==> src/rtl/cr16_alu.sv <==
// CR16 16-bit ALU: combinational result/flag generation from A, B and opcode,
// captured into enable-gated output registers for write-back and PSR update.
module cr16_alu #(
  parameter int WIDTH = 16
) (
  input  logic             I_CLK,
  input  logic             I_NRESET,
  input  logic             I_ENABLE,
  input  logic [WIDTH-1:0] I_A,
  input  logic [WIDTH-1:0] I_B,
  input  logic [3:0]       I_OPCODE,
  output logic [WIDTH-1:0] O_C,
  output logic [4:0]       O_STATUS
);

  localparam int MSB = WIDTH - 1;

  typedef enum logic [3:0] {
    OP_ADD   = 4'd0,
    OP_ADDU  = 4'd1,
    OP_ADDC  = 4'd2,
    OP_ADDCU = 4'd3,
    OP_SUB   = 4'd4,
    OP_SUBU  = 4'd5,
    OP_AND   = 4'd6,
    OP_OR    = 4'd7,
    OP_XOR   = 4'd8,
    OP_NOT   = 4'd9,
    OP_LSH   = 4'd10,
    OP_RSH   = 4'd11,
    OP_ALSH  = 4'd12,
    OP_ARSH  = 4'd13
  } opcode_e;

  opcode_e          op;
  logic             carry_in;
  logic [WIDTH:0]   sum;
  logic [WIDTH:0]   diff;
  logic             add_ovf;
  logic             sub_ovf;
  logic             sub_lt;
  logic             big_shift;
  logic [WIDTH-1:0] arsh_val;

  logic [WIDTH-1:0] r;
  logic             flag_c;
  logic             flag_l;
  logic             flag_f;
  logic             flag_z;
  logic             flag_n;

  assign op       = opcode_e'(I_OPCODE);
  assign carry_in = (op == OP_ADDC) || (op == OP_ADDCU);

  // One shared adder and one shared subtractor; the extra top bit is carry/borrow.
  assign sum  = {1'b0, I_A} + {1'b0, I_B} + {{WIDTH{1'b0}}, carry_in};
  assign diff = {1'b0, I_B} - {1'b0, I_A};

  assign add_ovf = (I_A[MSB] == I_B[MSB]) && (sum[MSB] != I_A[MSB]);
  assign sub_ovf = (I_A[MSB] != I_B[MSB]) && (diff[MSB] != I_B[MSB]);
  assign sub_lt  = $signed(I_B) < $signed(I_A);

  // The shift amount is the full 16-bit B, so large amounts must saturate explicitly.
  assign big_shift = I_B >= 16'(WIDTH);
  assign arsh_val  = big_shift ? {WIDTH{I_A[MSB]}} : WIDTH'($signed(I_A) >>> I_B);

  always_comb begin
    // NOTE: every output of this block gets a default first so no path infers a latch.
    r      = '0;
    flag_c = 1'b0;
    flag_l = 1'b0;
    flag_f = 1'b0;
    flag_n = 1'b0;
    case (op)
      OP_ADD, OP_ADDC: begin
        r      = sum[MSB:0];
        flag_f = add_ovf;
        flag_n = sum[MSB];
      end
      OP_ADDU, OP_ADDCU: begin
        r      = sum[MSB:0];
        flag_c = sum[WIDTH];
      end
      OP_SUB: begin
        r      = diff[MSB:0];
        flag_f = sub_ovf;
        flag_n = sub_lt;
      end
      OP_SUBU: begin
        r      = diff[MSB:0];
        flag_c = diff[WIDTH];
        flag_l = diff[WIDTH];
      end
      OP_AND:           r = I_A & I_B;
      OP_OR:            r = I_A | I_B;
      OP_XOR:           r = I_A ^ I_B;
      OP_NOT:           r = ~I_A;
      OP_LSH, OP_ALSH:  r = big_shift ? '0 : (I_A << I_B);
      OP_RSH:           r = big_shift ? '0 : (I_A >> I_B);
      OP_ARSH:          r = arsh_val;
      default:          r = '0;
    endcase
    flag_z = (r == '0);
  end

  always_ff @(posedge I_CLK or negedge I_NRESET) begin
    // NOTE: registered state uses non-blocking assignments so all flops update together.
    if (!I_NRESET) begin
      O_C      <= '0;
      O_STATUS <= '0;
    end else if (I_ENABLE) begin
      O_C      <= r;
      O_STATUS <= {flag_n, flag_z, flag_f, flag_l, flag_c};
    end
  end

endmodule

==> config.mk <==
export PLATFORM = sky130hd
export DESIGN_NAME = cr16_alu
export DESIGN_NICKNAME = d
export VERILOG_FILES = /design/src/rtl/cr16_alu.sv
export SDC_FILE = /design/constraint.sdc
export NUM_CORES = 1
export LEC_CHECK = 0
export ABC_AREA = 1
export BUFFER_PORTS_ARGS = -buffer_cell sky130_fd_sc_hd__buf_2
export CORE_MARGIN = 5
export CORE_UTILIZATION = 40
export CTS_CLUSTER_SIZE = 28
export DETAILED_ROUTE_END_ITERATION = 16
export SLEW_MARGIN = 20
export SYNTH_ARGS = -nofsm -noshare
export SYNTH_HDL_FRONTEND = slang
export SYNTH_SLANG_ARGS = --single-unit
export TNS_END_PERCENT = 30
==> constraint.sdc <==
create_clock -name I_CLK -period 1.58 [get_ports I_CLK]
set_clock_uncertainty 0.1 [all_clocks]
set_input_delay 0.158 -clock I_CLK [delete_from_list [all_inputs] [get_ports I_CLK]]
set_output_delay 0.158 -clock I_CLK [all_outputs]
set_load 0.1 [all_outputs]
==> impl_metrics.tcl <==
set metrics [dict create \
    yosysSeqAreaShare_pct 9.89 \
    viasPerCell 5.39 \
    portBuffers 59 \
    grt.total_usage_pct 28.3 \
    drt_pass1_iterations 8 \
    drive_gt1_share_pct 31.4 \
    root_buffer "clkbuf_16" \
    cp_cell_sequence "buf_6 -> nor2_4 -> nand2_4 -> fa_2 -> fa_2 -> inv_2 -> a21oi_2 -> o21ai_4 -> nand3_2 -> nand2_2 -> a21oi_2 -> or2_0 -> nand3_1 -> nand3_2 -> nor2_2 -> nand2_1 -> nor2_1 -> nand2_1 -> nor2_1 -> nand3_1 -> nand2_1" \
    endpoint_kind "register" \
    placed_area_um2 7460 \
    start_util_pct 40.4 \
    grt_max_degree 39 \
    place_congestion 1.02 \
    cpMostUsedCell "nand2_1" \
    worstMarginPinSlew_ns 0.492 \
    synth_top_area_share_pct 18.6 \
    syn_nets 1042 \
    finalSetupTns_ns -13.56 \
    finalCritPeriodShare_pct 166 \
    power.share.clock_pct 13.5 \
    die_area_um2 15700 \
    peakVddDrop_mv 0.368 \
    cts_sinks 21 \
    critPathMaxStageDelay_ns 0.36 \
    synthCells 952 \
    required_ns 1.67 \
    intPower_mw 1.93 \
    min_path_cells 3 \
    powerDensity_nw_per_um2 500 \
    switching_share_pct 50.3 \
    h-tree-depth 1 \
    clock_path_buffers 2 \
    rsz0062_at_grt "yes" \
    grt.overflow.total 0 \
    yosysWarnings 0 \
    ant_nets 0 \
    clk_pin_slew_ns 0.06 \
    power_leakage_nw 4.24 \
    place_ws_ns -1.35 \
    failed_checks "negative setup slack" \
    clkLatencyLatePin_ns 0.25 \
    drv_slew 0 \
    cts_tree "done" \
    syn_area_um2 5310 \
    status "finished, violations left" \
    drcViolationCount 0 \
    cts_buffers 3 \
    vias 7531 \
    finalHoldViolations 0 \
    fp.dieH_um 125 \
    r2r_cells 2 \
    row_count 42 \
    yosysTopAreaCell "nand2_1" \
    cap_violations 0 \
    setup_viol 21 \
    ioPinCount 60 \
    final_cells 1396 \
    path_class "in -> reg" \
    crit_fanout 5 \
    synth_area_leaders "nand2_1, nand3_1, ha_1" \
    grt_pass1_vias 7160 \
    timing.fmax_mhz 381 \
    yosysUniqueCellTypes 46 \
    coreArea_um2 13100 \
    die_w_um 125 \
    diodes 0 \
    hpwl_mm 18.7 \
    cp.arrival_ns 2.71 \
    p_total_mw 3.89 \
    nNetsFinal 1311 \
    final_cell_area_um2 7770 \
    area_growth_pct 46.3 \
    antenna_found_initial 0 \
    start_kind "input port" \
    worst_slack_ns -1.04 \
    dp_cells 1386 \
    ys_seq_elements 21 \
    slew_headroom_pct 67.4 \
    grt_pass1_wl_mm 36.7 \
    fin_crit_ns 2.62 \
    power_frac_seq_pct 16.5 \
    wirelength_mm 22.8 \
    avgSynthCellArea_um2 5.58 \
    p_comb_share_pct 70.0 \
    wl_per_cell_um 16.3 \
    min_path_type "in -> reg" \
    switchingPower_mw 1.95 \
    cp_slowest_cell "fa_2" \
    first_iter_violations 732 \
]
## registers in the layout, summed over array words and instances, names as in the netlist
name / cells
O_C: 16
O_STATUS: 5
## cell usage after synthesis (all sizes together)
cell	instances
a221oi	5
fa	3
nand3	158
o221ai	4
nor2	81
and2	1
or2	6
nand2	272
a31oi	18
a21boi	1
nor4	2
inv	110
o311ai	1
o21ai	50
clkbuf	15
o31ai	1
o2111ai	1
buf	22
a21o	3
a21oi	58
o21bai	6
nor3	4
nand3b	2
ha	48
o22ai	14
dfrtp	21
a211oi	1
xor2	5
clkinv	4
nand4	28
o211ai	5
a2111oi	2
## critical path: cells and delay by family
family	cells	cell delay, ns
AOI/OAI and AO/OA	3	0.34
adders and majority gates	2	0.72
buffers and inverters	2	0.17
and+or+nand+nor	14	1.31
## layer usage
layer  wire length (um)  track usage, %  up-vias
li1                   -               -     3744
met1               9980            39.7     3386
met2              10300            46.3      345
met3               1640            1.58       56
met4                922            9.95        0
met5                  0               0        -
## stage by stage
stage | util, % | hold slack [ns]
after floorplan | - | -0.238
after global placement | 56.8 | 0.0321
after detailed placement | 56.8 | 0.0331
after CTS | 58.6 | 0.214
after global routing | 59.1 | 0.251
final | 59.1 | 0.215
## power groups by stage
stage	Sequential (mW)	Combinational (mW)	Clock (mW)
2_1_floorplan	1.15	1.03	0
3_3_place_gp	0.649	2.57	0
3_5_place_dp	0.652	2.58	0
4_1_cts	0.644	2.65	0.531
5_1_grt	0.652	2.93	0.559
6_report	0.643	2.72	0.523
## worst paths after layout
path | from | end | slack [ns]
worst max register to register | O_C[10] | O_C[10] | 0.80
worst min-delay path | I_ENABLE | O_C[15] | 0.22
min in group asynchronous | I_NRESET | O_C[14] | 0.29
max in group asynchronous | I_NRESET | O_C[8] | 0.77
worst min register to register | O_C[15] | O_C[15] | 0.37
worst max-delay path | I_OPCODE[3] | O_STATUS[3] | -1.04
## cell type report
class                   count  area, um2
repair buffers            301       2160
multi-input cells         780       4350
clock buffers               3       75.1
well taps                 176        220
inverters                 114        429
clock inverters             1       5.00
fillers                  1359       5370
flip-flops and latches     21        526
## layout by cell type (no fill, tap or decap), types with 4 or more instances in the layout
| master | count |
|---|---|
| dfrtp_1 | 21 |
| nand4_1 | 28 |
| o22ai_1 | 13 |
| buf_4 | 237 |
| buf_2 | 57 |
| nand2_1 | 256 |
| nor2_2 | 9 |
| nand3_2 | 13 |
| a31oi_1 | 18 |
| nor2_1 | 67 |
| nor2_4 | 5 |
| a221oi_1 | 5 |
| o211ai_1 | 5 |
| o221ai_1 | 4 |
| nand2_2 | 14 |
| inv_1 | 99 |
| ha_1 | 45 |
| xor2_1 | 5 |
| nand3_1 | 145 |
| o21ai_0 | 27 |
| a21oi_2 | 7 |
| inv_2 | 11 |
| o21ai_1 | 19 |
| a21oi_1 | 50 |
| or2_0 | 4 |
| o21bai_1 | 6 |
## kinds of logic (layout without fill, tap and decap cells)
group           Yosys count  count (layout)  synth area share (%)
fa+ha+maj                51              51                  12.4
buf+inv                 151             419                  11.5
flops                    21              21                  9.89
simple gates            554             554                  46.5
xor+xnor                  5               5                 0.824
compound gates          170             170                  18.8
## repair_timing
action                     in CTS  in global routing
setup endpoints to repair      21                 21
gates resized for setup        29                 18
hold buffers                    1                  0
hold endpoints to repair       21                  0
setup buffers                   6                  1
pin swaps                      18                  7
Power figures use the tool's default switching activity.
